==> config.mk <==
export PLATFORM = sky130hd
export DESIGN_NAME = memoria_wb_ctrl_flat
export DESIGN_NICKNAME = d
export VERILOG_FILES = /design/src/rtl/memoria_pkg.sv /design/src/rtl/memoria_wb_ctrl_if.sv /design/src/rtl/memoria_wb_fifo.sv /design/src/rtl/memoria_wb_ctrl.sv /design/src/flat_wrapper.sv
export SDC_FILE = /design/constraint.sdc
export NUM_CORES = 1
export LEC_CHECK = 0
export CORE_MARGIN = 2
export CORE_UTILIZATION = 60
export DETAILED_ROUTE_END_ITERATION = 8
export MAX_ROUTING_LAYER = met4
export PLACE_DENSITY = 0.92
export SLEW_MARGIN = 15
export SYNTH_ARGS = -nofsm -noshare
export SYNTH_HDL_FRONTEND = slang
export SYNTH_HIERARCHICAL = 1
export SYNTH_SLANG_ARGS = --single-unit
==> constraint.sdc <==
create_clock -name clk -period 9.8 [get_ports clk]
set_input_delay 2.45 -clock clk [delete_from_list [all_inputs] [get_ports clk]]
set_output_delay 2.45 -clock clk [all_outputs]
set_load 0.05 [all_outputs]
==> src/rtl/memoria_pkg.sv <==
// Shared types and constants for the write-back controller that feeds the 16x16 register bank.
package memoria_pkg;

    localparam int NREG   = 16;
    localparam int ADDR_W = 4;
    localparam int DATA_W = 16;

    typedef enum logic {
        ST_IDLE,
        ST_CLEAR
    } state_t;

    // One queued bank write; the data field fixes the bank data width.
    typedef struct packed {
        logic [ADDR_W-1:0] addr;
        logic [DATA_W-1:0] data;
    } wb_req_t;

endpackage

==> src/rtl/memoria_wb_ctrl_if.sv <==
// Request/bank-port bundle between a write requester and memoria_wb_ctrl.
// MEMORIA_WB_STATS_EN adds the wr_count statistic.
interface memoria_wb_ctrl_if
    import memoria_pkg::*;
#(
    parameter int N     = DATA_W,
    parameter int DEPTH = 4
) ();

    logic                     in_valid;
    logic                     in_ready;
    logic [ADDR_W-1:0]        in_addr;
    logic [N-1:0]             in_data;
    logic                     clear_req;
    logic                     busy;
    logic [$clog2(DEPTH):0]   level;
    logic                     w;
    logic [ADDR_W-1:0]        select_register;
    logic [N-1:0]             s;
`ifdef MEMORIA_WB_STATS_EN
    logic [15:0]              wr_count;
`endif

    modport master (
        output in_valid, in_addr, in_data, clear_req,
`ifdef MEMORIA_WB_STATS_EN
        input  wr_count,
`endif
        input  in_ready, busy, level, w, select_register, s
    );

    modport slave (
        input  in_valid, in_addr, in_data, clear_req,
`ifdef MEMORIA_WB_STATS_EN
        output wr_count,
`endif
        output in_ready, busy, level, w, select_register, s
    );

endinterface

==> src/rtl/memoria_wb_fifo.sv <==
// DEPTH-entry synchronous FIFO holding pending bank writes; flush wins over pop,
// while a push on the flush edge survives as the sole entry.
module memoria_wb_fifo
    import memoria_pkg::*;
#(
    parameter int W     = $bits(wb_req_t),
    parameter int DEPTH = 4,
    localparam int AW   = $clog2(DEPTH),
    localparam int LW   = AW + 1
) (
    input  logic          clk,
    input  logic          rst,
    input  logic          push,
    input  logic          pop,
    input  logic          flush,
    input  logic [W-1:0]  din,
    output logic [W-1:0]  dout,
    output logic          full,
    output logic          empty,
    output logic [LW-1:0] level
);

    logic [W-1:0]  r_mem [DEPTH];
    logic [AW-1:0] r_wr_ptr;
    logic [AW-1:0] r_rd_ptr;
    logic [LW-1:0] r_level;

    logic          w_do_push;
    logic          w_do_pop;
    logic [AW-1:0] w_wr_addr;

    assign full      = (r_level == LW'(DEPTH));
    assign empty     = (r_level == '0);
    assign level     = r_level;
    assign w_do_push = push && !full;
    assign w_do_pop  = pop && !empty && !flush;
    assign w_wr_addr = flush ? '0 : r_wr_ptr;

    // Head is read combinationally so the pop edge can register it straight into the bank port.
    assign dout = r_mem[r_rd_ptr];

    always_ff @(posedge clk) begin
        if (w_do_push) begin
            r_mem[w_wr_addr] <= din;
        end
    end

    always_ff @(posedge clk) begin
        if (!rst) begin
            r_wr_ptr <= '0;
            r_rd_ptr <= '0;
            r_level  <= '0;
        end else if (flush) begin
            r_rd_ptr <= '0;
            r_wr_ptr <= w_do_push ? AW'(1) : '0;
            r_level  <= w_do_push ? LW'(1) : '0;
        end else begin
            if (w_do_push) begin
                r_wr_ptr <= r_wr_ptr + AW'(1);
            end
            if (w_do_pop) begin
                r_rd_ptr <= r_rd_ptr + AW'(1);
            end
            case ({w_do_push, w_do_pop})
                2'b10:   r_level <= r_level + LW'(1);
                2'b01:   r_level <= r_level - LW'(1);
                default: r_level <= r_level;
            endcase
        end
    end

endmodule

==> src/rtl/memoria_wb_ctrl.sv <==
// Write-back controller: queues register writes and drives the bank write port, with a CLEAR sweep.
// Define MEMORIA_WB_STATS_EN to add the saturating wr_count statistic.
module memoria_wb_ctrl
    import memoria_pkg::*;
#(
    parameter int N     = DATA_W,
    parameter int DEPTH = 4,
    localparam int LW   = $clog2(DEPTH) + 1
) (
    input  logic                clk,
    input  logic                rst,
    memoria_wb_ctrl_if.slave    bus
);

    state_t            r_state;
    state_t            w_state_next;
    logic              r_w;
    logic              w_w_next;
    logic [ADDR_W-1:0] r_sel;
    logic [ADDR_W-1:0] w_sel_next;
    logic [N-1:0]      r_s;
    logic [N-1:0]      w_s_next;
    logic [ADDR_W-1:0] r_cnt;
    logic [ADDR_W-1:0] w_cnt_next;

    wb_req_t           w_din;
    wb_req_t           w_head;
    logic              w_full;
    logic              w_empty;
    logic [LW-1:0]     w_level;
    logic              w_push;
    logic              w_pop;
    logic              w_flush;

    assign w_din   = '{addr: bus.in_addr, data: bus.in_data};
    assign w_push  = bus.in_valid && !w_full;
    // A clear request supersedes whatever would have been popped on that edge.
    assign w_flush = (r_state == ST_IDLE) && bus.clear_req;
    assign w_pop   = (r_state == ST_IDLE) && !bus.clear_req && !w_empty;

    memoria_wb_fifo #(
        .W     ($bits(wb_req_t)),
        .DEPTH (DEPTH)
    ) u_fifo (
        .clk   (clk),
        .rst   (rst),
        .push  (w_push),
        .pop   (w_pop),
        .flush (w_flush),
        .din   (w_din),
        .dout  (w_head),
        .full  (w_full),
        .empty (w_empty),
        .level (w_level)
    );

    always_comb begin
        w_state_next = r_state;
        w_w_next     = 1'b0;
        w_sel_next   = r_sel;
        w_s_next     = r_s;
        w_cnt_next   = r_cnt;
        case (r_state)
            ST_IDLE: begin
                if (bus.clear_req) begin
                    w_state_next = ST_CLEAR;
                    w_cnt_next   = '0;
                end else if (!w_empty) begin
                    w_w_next   = 1'b1;
                    w_sel_next = w_head.addr;
                    w_s_next   = w_head.data;
                end
            end
            ST_CLEAR: begin
                w_w_next   = 1'b1;
                w_sel_next = r_cnt;
                w_s_next   = '0;
                w_cnt_next = r_cnt + ADDR_W'(1);
                if (r_cnt == ADDR_W'(NREG - 1)) begin
                    w_state_next = ST_IDLE;
                end
            end
            default: begin
                w_state_next = ST_IDLE;
            end
        endcase
    end

    always_ff @(posedge clk) begin
        if (!rst) begin
            r_state <= ST_IDLE;
            r_w     <= 1'b0;
            r_sel   <= '0;
            r_s     <= '0;
            r_cnt   <= '0;
        end else begin
            r_state <= w_state_next;
            r_w     <= w_w_next;
            r_sel   <= w_sel_next;
            r_s     <= w_s_next;
            r_cnt   <= w_cnt_next;
        end
    end

    assign bus.in_ready        = !w_full;
    assign bus.busy            = (r_state == ST_CLEAR) || !w_empty;
    assign bus.level           = w_level;
    assign bus.w               = r_w;
    assign bus.select_register = r_sel;
    assign bus.s               = r_s;

`ifdef MEMORIA_WB_STATS_EN
    logic [15:0] r_wr_count;

    always_ff @(posedge clk) begin
        if (!rst) begin
            r_wr_count <= '0;
        end else if (r_w && (r_wr_count != 16'hFFFF)) begin
            r_wr_count <= r_wr_count + 16'd1;
        end
    end

    assign bus.wr_count = r_wr_count;
`endif

endmodule

==> src/flat_wrapper.sv <==
// flat-port wrapper written by rule: the top's interface ports become plain ports
module memoria_wb_ctrl_flat import memoria_pkg::*;
#(
    parameter int N     = DATA_W,
    parameter int DEPTH = 4,
    localparam int LW   = $clog2(DEPTH) + 1
)
  (clk, rst, bus_in_valid, bus_in_addr, bus_in_data, bus_clear_req, bus_in_ready, bus_busy, bus_level, bus_w, bus_select_register, bus_s);
  memoria_wb_ctrl_if #(.N(N), .DEPTH(DEPTH)) bus_i ();
  input  logic clk;
  input  logic rst;
  input wire logic [$bits(bus_i.in_valid)-1:0] bus_in_valid;
  input wire logic [$bits(bus_i.in_addr)-1:0] bus_in_addr;
  input wire logic [$bits(bus_i.in_data)-1:0] bus_in_data;
  input wire logic [$bits(bus_i.clear_req)-1:0] bus_clear_req;
  output wire logic [$bits(bus_i.in_ready)-1:0] bus_in_ready;
  output wire logic [$bits(bus_i.busy)-1:0] bus_busy;
  output wire logic [$bits(bus_i.level)-1:0] bus_level;
  output wire logic [$bits(bus_i.w)-1:0] bus_w;
  output wire logic [$bits(bus_i.select_register)-1:0] bus_select_register;
  output wire logic [$bits(bus_i.s)-1:0] bus_s;
  assign bus_i.in_valid = bus_in_valid;
  assign bus_i.in_addr = bus_in_addr;
  assign bus_i.in_data = bus_in_data;
  assign bus_i.clear_req = bus_clear_req;
  assign bus_in_ready = bus_i.in_ready;
  assign bus_busy = bus_i.busy;
  assign bus_level = bus_i.level;
  assign bus_w = bus_i.w;
  assign bus_select_register = bus_i.select_register;
  assign bus_s = bus_i.s;
  memoria_wb_ctrl #(.N(N), .DEPTH(DEPTH)) u_core (.clk(clk), .rst(rst), .bus(bus_i));
endmodule
==> impl_results.md, run 1 <==
- Critical path cell sequence: clkdlybuf4s50_1 -> nor3_4 -> nor2b_1 -> nor2b_2 -> and2_1 -> fa_1 -> nor4_1 -> a21oi_1 -> nor2_1 -> o31a_1
- Final hold vios: 0
- Relative slew margins: roughly a fifth
- Crit end category: register
- Cell area after synthesis: 4500 um^2
- Antenna violation net count after detailed routing: 0
- CP max FO: 22
- MaxCap Viol Count: 0
- Critical path class: in -> reg
- Largest net degree at the start of global routing: 27
- Peak Freq: about 190 MHz
- Top Ports: 50
- Post-cts resize count: 0
- Worst VDD drop: 0.000184 V
- # rows: 31
- Worst path bufs/invs: 1
- Drt via density: 5.93
- CP delay by family, top: simple AND/OR/NAND/NOR gates
- Num CTS Buffers: 17
- Netlist cell types: 47
- Total track usage: 23.9%
- CTS Sinks: 115
- Die Ht: 90.6 um
- Yosys reg bits: 115
- Tmin final: around 5.2 ns
- Max-slew violations: 0
- Core area: just over 7000 um^2
- First-pass GRT wire length: 13900 um
- Worst path depth: 10
- GRT Residual Overflow: 0
- Fin crit share: 53.2%
- Post-CTS setup buffer count: 0
- Worst Max-Slew Pin Slew: 1.18 ns
- Data arrival, critical path: 5.61 ns
- Routed WL: roughly 9000 um
- Critical Path RT: 10.19 ns
- Synth Instances: 277
- Non-Filler Instances: 446
- Die width: 90.6 um
- Layout Nets: 360
- Power Density: 217 nW/um^2
- N_diodes: 0
- Detailed Place HPWL: around 5200 um
- Placed Cells: between 400 and 500
- Area grow syn2layout: 25.2%
- Worst path max stage delay: 0.91 ns
- Unrepaired setup endpoints after global routing: false
- Clock-pin slew on the worst setup and hold paths: 0.05 ns
- Setup violators final: 0
- Die Footprint: 8210 um^2
- CP max stage cell: nor3_4
- Wire length per cell: 19.8 um
- Gpl congestion: 0.831
- Clk buf depth: 2
- Setup_tns: 0 ns
- Clk Latency, worst-skew pair: 0.51 ns
- Leakage: 1.86 nW
- PortBufs: 49
- YS warnings: 6
- Worst setup margin: 4.58 ns
- Syn avg cell area: 16.3 um^2
- Post-synthesis sequential area ratio: between 60% and 70%
- DP Worst Slack: around 4.2 ns
- Vias: 2643
- Hold buffers post-CTS: 0
- Initial antenna violation count: 0
- Status: completed
- CTS root buf: clkbuf_8
- Residual DRC: 0
- Starting Density: 62.1%
- Initial DRT Pass Iterations: 4
- DR iter-0 viols: roughly 220
- WHS Path Cells: 2
- Worst min path class: reg -> reg
- CTS tree: yes
- Synthesized Nets: 303
- Crit start category: input pin
- H-tree Lvls: 4
- Clock Skews: 0.00585 ns
- Share of cells above drive strength 1: 22.8%
- Vias in the first global route: 2763
- R2R cell count: 10
## state kept, by name (all words and copies together), names as in the netlist, 2 cells and up, named ones only
name,count
u_core/u_fifo/r_mem,80
u_core/u_fifo/r_rd_ptr,2
u_core/bus.select_register,4
u_core/u_fifo/level,3
u_core/bus.s,16
u_core/u_fifo/r_wr_ptr,2
u_core/r_cnt,4
## power breakdown
part           internal, mW  switching (mW)
registers             0.538         0.00942
clock network         0.385           0.207
logic                0.0337          0.0521
## layout make-up
class | instances | area [um^2]
clock inverters | 10 | 136
clock buffers | 22 | 433
fillers | 395 | 1620
multi-input cells | 142 | 1310
well taps | 99 | 124
inverters | 6 | 22.5
flip-flops and latches | 115 | 3100
repair buffers | 52 | 513
## cells by family (layout without fill, tap and decap cells)
family          count (synthesis)  in the layout  synth area share, %
buf+inv                        20             90                 2.50
fa+ha+maj                       2              2                0.723
xor+xnor                        4              4                0.778
compound gates                 39             39                 7.28
simple gates                   71             71                 8.42
flops                         115            115                 68.9
mux                            26             26                 11.4
## cell usage after synthesis, drive strengths merged
| cell | count | area share [%] |
|---|---|---|
| a311o | 1 | 0.22 |
| xnor2 | 1 | 0.19 |
| and4 | 1 | 0.19 |
| mux4 | 20 | 10 |
| o21ba | 1 | 0.22 |
| clkinv | 1 | 0.083 |
| mux2i | 5 | 1.1 |
| nand2 | 7 | 0.75 |
| o21bai | 1 | 0.25 |
| nand2b | 6 | 0.83 |
| a311oi | 1 | 0.19 |
| fa | 1 | 0.44 |
| nor3 | 5 | 0.81 |
| o21ai | 3 | 0.33 |
| buf | 10 | 1.7 |
| mux2 | 1 | 0.25 |
| and2 | 2 | 0.28 |
| o31a | 1 | 0.19 |
| nor2b | 4 | 0.61 |
| nand4 | 1 | 0.14 |
| xor2 | 3 | 0.58 |
| nor2 | 37 | 3.6 |
| clkbuf | 4 | 0.33 |
| nand4b | 1 | 0.19 |
| a21oi | 6 | 0.67 |
| o22ai | 1 | 0.14 |
| edfxtp | 80 | 53 |
| a211oi | 6 | 1.0 |
| ha | 1 | 0.28 |
| nor3b | 1 | 0.17 |
| a31o | 1 | 0.19 |
| dfxtp | 35 | 16 |
| o32ai | 1 | 0.19 |
| and3 | 1 | 0.14 |
| or3b | 1 | 0.25 |
| a22oi | 16 | 3.7 |
| inv | 5 | 0.42 |
| nor4 | 1 | 0.14 |
| nand3 | 3 | 0.33 |
## worst reg2reg max path: stages (launching register included)
cell     delay (ns)
dfxtp_1        0.50
nor3_1         0.22
nor3_4         0.85
nor2b_1        0.30
nor2b_2        0.30
and2_1         0.20
fa_1           0.27
nor4_1         0.08
a21oi_1        0.20
nor2_1         0.08
o31a_1         0.28
## metrics by stage
stage / power, mW / hold WS, ns / area, um^2 / utilization [%]
after floorplan: 0.610 / 0.485 / 4500 / -
after global placement: 0.637 / 0.489 / 5060 / 69.8
after detailed placement: 0.641 / 0.492 / 5060 / 69.8
after CTS: 1.23 / 0.500 / 5630 / 77.7
after global routing: 1.26 / 0.536 / 5640 / 77.7
final: 1.23 / 0.498 / 5640 / 77.7
## routing by layer
metal  part of all wire [%]  GRT usage (%)
met5                      0              -
met4                    2.5           10.8
met1                     38           26.0
met3                    5.3           7.43
met2                     54           40.2
## placed cells by master, fill, tap and decap left out, types with 6 or more instances in the layout
cell	Yosys	layout
mux4_2	20	20
clkdlybuf4s50_1	0	49
a22oi_2	9	9
a211oi_1	6	6
nand2b_1	6	6
a21oi_1	6	6
nor2_2	9	10
edfxtp_1	80	80
nor2_1	28	26
a22oi_1	7	7
clkbuf_16	0	16
dfxtp_1	35	35
nand2_1	6	6
## path summary, 6_finish.rpt
path	slack [ns]	startpoint	endpoint
max	4.58	bus_clear_req	u_core/u_fifo/level[2]
min	0.50	u_core/bus.select_register[2]	u_core/bus.select_register[2]
max reg2reg	6.40	u_core/u_fifo/level[1]	u_core/u_fifo/level[2]
min reg2reg	0.50	u_core/bus.select_register[2]	u_core/bus.select_register[2]
Power figures use the tool's default switching activity.
==> run 2: changes to the inputs <==
--- a/config.mk
+++ b/config.mk
@@ -6,10 +6,10 @@
 export NUM_CORES = 1
 export LEC_CHECK = 0
 export CORE_MARGIN = 2
-export CORE_UTILIZATION = 60
+export CORE_UTILIZATION = 50
 export DETAILED_ROUTE_END_ITERATION = 8
 export MAX_ROUTING_LAYER = met4
-export PLACE_DENSITY = 0.92
+export PLACE_DENSITY = 0.83
 export SLEW_MARGIN = 15
 export SYNTH_ARGS = -nofsm -noshare
 export SYNTH_HDL_FRONTEND = slang
==> constraint.sdc (replaced) <==
create_clock -name clk -period 4.5 [get_ports clk]
set_input_delay 1.125 -clock clk [delete_from_list [all_inputs] [get_ports clk]]
set_output_delay 1.125 -clock clk [all_outputs]
set_load 0.05 [all_outputs]
==> run 2 against run 1 <==
Net effect: largest cell class unchanged; die area is 19% higher; hold slack hardly changed; register-to-register slack lost 4.7 ns; critical path depth rose by 1; highest routed layer unchanged; sequential power increased by 120%; largest power group unchanged; wire length rose by 0.61%.
==> impl_results.md, run 2 (synthesized netlist as in run 1, its figures left out) <==
- Status: completed
- CP max FO: 9 (-59%)
- Met1 Track Usage GR: 23.4% (-2.6 points)
- # rows: 34 (+9.7%)
- Max-slew violations: 0 (unchanged)
- Met3 Track Usage GR: 5.18% (-2.3 points)
- Clk Latency, worst-skew pair: 0.50 ns (about the same)
- Clock Skews: 0.0113 ns (+0.00543 ns)
- Reg with most FFs: u_core/u_fifo/r_mem
- CTS Sinks: 115 (unchanged)
- Die width: 98.9 um (+9.1%)
- Largest register FFs: 80 (unchanged)
- DR iter-0 viols: 167 (-24%)
- Multi-input logic area: 1300 um^2 (-0.38%)
- Area grow syn2layout: 27.0%
- Critical path class: in -> reg
- Total track usage: 20.0% (-3.8 points)
- CTS tree: yes
- Die Footprint: 9780 um^2 (+19%)
- Top Ports: 50 (unchanged)
- Layout Nets: 366 (+1.7%)
- Largest net degree at the start of global routing: 27 (unchanged)
- Vias: 2600 (-1.6%)
- Most frequent CP cell: nor2_1
- Drt via density: 5.64 (-4.8%)
- Commonest non-fill, non-tap cell in the layout: edfxtp_1
- Peak Freq: 284 MHz
- Worst VDD drop: 0.000390 V (+110%)
- Layout fillers: 590 (+49%)
- Hold buffers post-CTS: 0 (unchanged)
- H-tree Lvls: 4 (unchanged)
- Crit end category: register
- Routed WL: 8880 um (+0.61%)
- FF+latch area: 3100 um^2 (unchanged)
- Most frequent cells in the layout: edfxtp_1 (80), clkdlybuf4s50_1 (49), dfxtp_1 (35)
- CP max stage cell: clkdlybuf4s50_1
- Clk buf depth: 2 (unchanged)
- Initial antenna violation count: 0 (unchanged)
- Num CTS Buffers: 17 (unchanged)
- Detailed Place HPWL: 4970 um (-3.9%)
- N_diodes: 0 (unchanged)
- First-pass GRT wire length: 13800 um (-0.35%)
- PortBufs: 49 (unchanged)
- Setup_tns: 0 ns (unchanged)
- Leakage: 1.91 nW (+2.9%)
- Crit start category: input pin
- Wire length per cell: 19.3 um (-2.7%)
- Power Density: 472 nW/um^2 (+120%)
- Starting Density: 51.6% (-10 points)
- Setup violators final: 0 (unchanged)
- Gpl congestion: 0.764 (-8.1%)
- Worst min path class: reg -> reg
- GR met2 Demand/Resource: 31.4% (-8.8 points)
- GRT Residual Overflow: 0 (unchanged)
- Residual DRC: 0 (unchanged)
- Critical path cell sequence: clkdlybuf4s50_1 -> inv_1 -> nor2_1 -> nor2b_1 -> nor2b_2 -> and2_1 -> fa_1 -> nor4_1 -> a21oi_1 -> nor2_1 -> o31a_1
- Unrepaired setup endpoints after global routing: false
- Data arrival, critical path: 3.96 ns (-1.65 ns)
- DP Worst Slack: 0.562 ns (-3.63 ns)
- Worst path max stage delay: 0.65 ns (-0.26 ns)
- Die Ht: 98.9 um (+9.1%)
- Core area: 8720 um^2 (+20%)
- Tmin final: 3.52 ns
- Vias in the first global route: 2656 (-3.9%)
- Fin crit share: 78.3%
- Antenna violation net count after detailed routing: 0 (unchanged)
- Layer with the highest usage: met2
- Hold_ws: 0.499 ns (+0.000381 ns)
- Post-CTS setup buffer count: 0 (unchanged)
- Critical Path RT: 4.94 ns (-5.25 ns)
- Final hold vios: 0 (unchanged)
- Worst Max-Slew Pin Slew: 1.03 ns (-0.154 ns)
- Initial DRT Pass Iterations: 4 (unchanged)
- Share of cells above drive strength 1: 24.6% (+1.9 points)
- MaxCap Viol Count: 0 (unchanged)
- CTS root buf: clkbuf_8
- Relative slew margins: 31.4% (+10 points)
- Clock-pin slew on the worst setup and hold paths: 0.05 ns (about the same)
- Worst setup margin: 0.978 ns (-3.61 ns)
- Post-cts resize count: 0 (unchanged)
run 2: cell count changes in the layout (fill, tap and decap cells not counted), sizes merged:
cell	change
buf	+6
bufinv	-1
clkbuf	+2
clkinv	+1
clkinvlp	-2
run 2: report_power, final:
group          internal, mW  switching, mW
combinational        0.0769          0.114
clock                 0.879          0.438
sequential             1.17         0.0197
total                  2.13          0.572
run 2: layout make-up:
| type | count | area share (%) |
|---|---|---|
| clock inverters | 8 | 1.68 |
| inverters | 6 | 0.394 |
| well taps | 108 | 2.36 |
| flip-flops and latches | 115 | 54.3 |
| clock buffers | 24 | 8.79 |
| repair buffers | 58 | 9.76 |
| multi-input cells | 142 | 22.8 |
run 2: per-layer routing:
metal  share of wire (%)  wire length [um]  vias up
met5                   0                 0        -
met4                 2.5               225        0
met3                 4.6               404       19
met2                  51              4540       87
met1                  42              3710     1301
li1                    -                 -     1193
run 2: critical path: cells and delay by family:
| family | cells | cell delay (ns) |
|---|---|---|
| compound gates | 2 | 0.22 |
| fa+ha+maj | 1 | 0.45 |
| buf+inv | 2 | 0.75 |
| simple gates | 6 | 1.43 |
run 2: final timing paths:
check / startpoint / endpoint / slack, ns / cells after the start
setup / recovery: bus_clear_req / u_core/u_fifo/level[2] / 0.98 / 11
hold / removal: u_core/bus.select_register[3] / u_core/bus.select_register[3] / 0.50 / 2
setup reg to reg: u_core/r_state / u_core/u_fifo/level[2] / 1.68 / 9
hold reg to reg: u_core/bus.select_register[3] / u_core/bus.select_register[3] / 0.50 / 2
run 2: through the flow:
stage	cell area, um^2	instances	power (mW)	util [%]
6_report	5720	461	2.70	65.6
5_1_grt	5720	461	2.78	65.6
4_1_cts	5720	461	2.72	65.6
3_5_place_dp	5120	429	1.40	58.7
3_3_place_gp	5120	429	1.39	58.7
2_1_floorplan	4500	277	1.33	-
==> run 3: changes to the inputs <==
--- a/config.mk
+++ b/config.mk
@@ -6,10 +6,10 @@
 export NUM_CORES = 1
 export LEC_CHECK = 0
 export CORE_MARGIN = 2
-export CORE_UTILIZATION = 50
+export CORE_UTILIZATION = 55
 export DETAILED_ROUTE_END_ITERATION = 8
 export MAX_ROUTING_LAYER = met4
-export PLACE_DENSITY = 0.83
+export PLACE_DENSITY = 0.86
 export SLEW_MARGIN = 15
 export SYNTH_ARGS = -nofsm -noshare
 export SYNTH_HDL_FRONTEND = slang
==> constraint.sdc (replaced) <==
create_clock -name clk -period 3.5 [get_ports clk]
set_input_delay 0.875 -clock clk [delete_from_list [all_inputs] [get_ports clk]]
set_output_delay 0.875 -clock clk [all_outputs]
set_load 0.05 [all_outputs]
==> run 3 against run 2 <==
Net effect: critical path depth fell by 7; first-iteration DRC count fell by 14%; clock skew is 0.0036 ns lower; setup slack got worse by 0.64 ns; combinational power up 32%; non-clock buffer count is 4 higher; sequential power is 29% higher; total power rose by 26%; count of clock-buffer cells in the layout decreased by 6; sequential share of layout area is essentially flat.
==> impl_results.md, run 3 (synthesized netlist as in run 1, its figures left out) <==
- # rows: 32 (-5.9%)
- FF-to-FF Start: u_core/u_fifo/level[1]
- Reg-to-reg setup timing slack: 1.01 ns (-0.67 ns)
- Setup violators final: 0 (unchanged)
- Initial antenna violation count: 0 (unchanged)
- Starting Density: 57.4% (+5.7 points)
- Clock Skews: 0.00771 ns (-0.00357 ns)
- Vias in the first global route: 2760 (+3.9%)
- CTS Sinks: 115 (unchanged)
- Die Footprint: 8920 um^2 (-8.7%)
- GRT Residual Overflow: 0 (unchanged)
- Peak Freq: 316 MHz
- Gpl congestion: 0.841 (+10%)
- PortBufs: 49 (unchanged)
- Clock-pin slew on the worst setup and hold paths: 0.06 ns (about the same)
- Drt via density: 5.87 (+4.1%)
- CP startpoint: u_core/u_fifo/level[2]
- Vias: 2694 (+3.6%)
- CTS tree: yes
- Commonest non-fill, non-tap cell in the layout: edfxtp_1
- Routed WL: 9060 um (+2.0%)
- Setup_tns: 0 ns (unchanged)
- Fin crit share: 90.3%
- Crit end category: output port
- Hold buffers post-CTS: 0 (unchanged)
- First-pass GRT wire length: 14200 um (+2.2%)
- Post-cts resize count: 0 (unchanged)
- Tmin final: 3.16 ns
- R2R cell count: 10 (+1)
- CTS root buf: clkbuf_8
- Top Ports: 50 (unchanged)
- Residual DRC: 0 (unchanged)
- Wire length per cell: 19.7 um (+2.5%)
- Status: completed
- Post-CTS setup buffer count: 0 (unchanged)
- Unrepaired setup endpoints after global routing: false
- Leakage: 1.91 nW (-0.37%)
- Clk Latency, worst-skew pair: 0.51 ns (about the same)
- Total track usage: 22.9% (+2.8 points)
- Clk buf depth: 2 (unchanged)
- Initial DRT Pass Iterations: 5 (+1)
- Die width: 94.5 um (-4.5%)
- Share of cells above drive strength 1: 26.1% (+1.4 points)
- Area grow syn2layout: 27.0% (about the same)
- Largest net degree at the start of global routing: 22 (-19%)
- WHS Path Cells: 2 (unchanged)
- Final hold vios: 0 (unchanged)
- Die Ht: 94.5 um (-4.5%)
- N_diodes: 0 (unchanged)
- Worst min path class: reg -> reg
- Hold endpoint: u_core/bus.select_register[1]
- Critical Path RT: 2.62 ns (-2.32 ns)
- Num CTS Buffers: 17 (unchanged)
- CP max FO: 9 (unchanged)
- Max-slew violations: 0 (unchanged)
- Largest register FFs: 80 (unchanged)
- H-tree Lvls: 4 (unchanged)
- Worst Max-Slew Pin Slew: 1.03 ns (-0.00101 ns)
- Most frequent cells in the layout: edfxtp_1 (80), clkdlybuf4s50_1 (49), dfxtp_1 (35)
- Reg with most FFs: u_core/u_fifo/r_mem
- Total Power: 3.41 mW (+26%)
- Relative slew margins: 31.5% (+0.067 points)
- Core area: 7850 um^2 (-10%)
- Layout Nets: 370 (+1.1%)
- MaxCap Viol Count: 0 (unchanged)
- Hold_sp: u_core/bus.select_register[1]
- Data arrival, critical path: 2.29 ns (-1.67 ns)
- Power Density: 597 nW/um^2 (+26%)
- Detailed Place HPWL: 4930 um (-0.72%)
- Critical path class: reg -> out
- Antenna violation net count after detailed routing: 0 (unchanged)
- DR iter-0 viols: 143 (-14%)
- Crit start category: register
- R2R Path End: u_core/u_fifo/level[2]
- Worst VDD drop: 0.000417 V (+6.8%)
- Layout fillers: 482 (-18%)
==> run 3: metrics by stage <==
stage	utilization [%]	cell area (um^2)	worst slack [ns]	cells	hold slack [ns]
2_1_floorplan	-	4500	0.0722	277	0.485
3_3_place_gp	65.5	5140	0.402	427	0.480
3_5_place_dp	65.5	5140	0.271	427	0.490
4_1_cts	72.8	5720	0.311	459	0.501
5_1_grt	72.8	5720	0.247	459	0.517
6_report	72.8	5720	0.339	459	0.495
==> run 3: worst max-delay path by stage <==
stage | slack [ns] | end
floorplan | 0.07 | u_core/u_fifo/r_mem[1][0]
global placement | 0.40 | u_core/u_fifo/level[2]
detailed placement | 0.27 | u_core/u_fifo/level[2]
CTS | 0.31 | bus_in_ready
global route | 0.25 | bus_in_ready
finish | 0.34 | bus_in_ready
==> run 3: cell type report <==
class	count	area (um^2)	share of cell area (%)
timing repair buffer	62	588	10.3
tap	102	128	2.23
sequential	115	3100	54.3
multi-input combinational	142	1300	22.8
clock inverter	14	156	2.74
inverter	6	22.5	0.394
clock buffer	18	418	7.31
==> run 3: power breakdown <==
part | total (mW) | switching (mW) | internal [mW]
registers | 1.53 | 0.0223 | 1.50
logic | 0.253 | 0.151 | 0.102
clock network | 1.63 | 0.613 | 1.02
==> run 3: metal layers <==
layer | global-route usage, % | share of wire (%) | vias up
li1 | - | - | 1209
met1 | 25.4 | 39 | 1355
met2 | 38.5 | 54 | 118
met3 | 5.67 | 5.6 | 12
met4 | 11.7 | 1.6 | 0
met5 | - | 0 | -
==> run 3: worst max-delay path: stages, from the launching register on <==
cell	delay, ns
dfxtp_1	0.49
or3b_4	0.46
inv_1	0.09
inv_1	0.04
clkdlybuf4s50_1	0.69
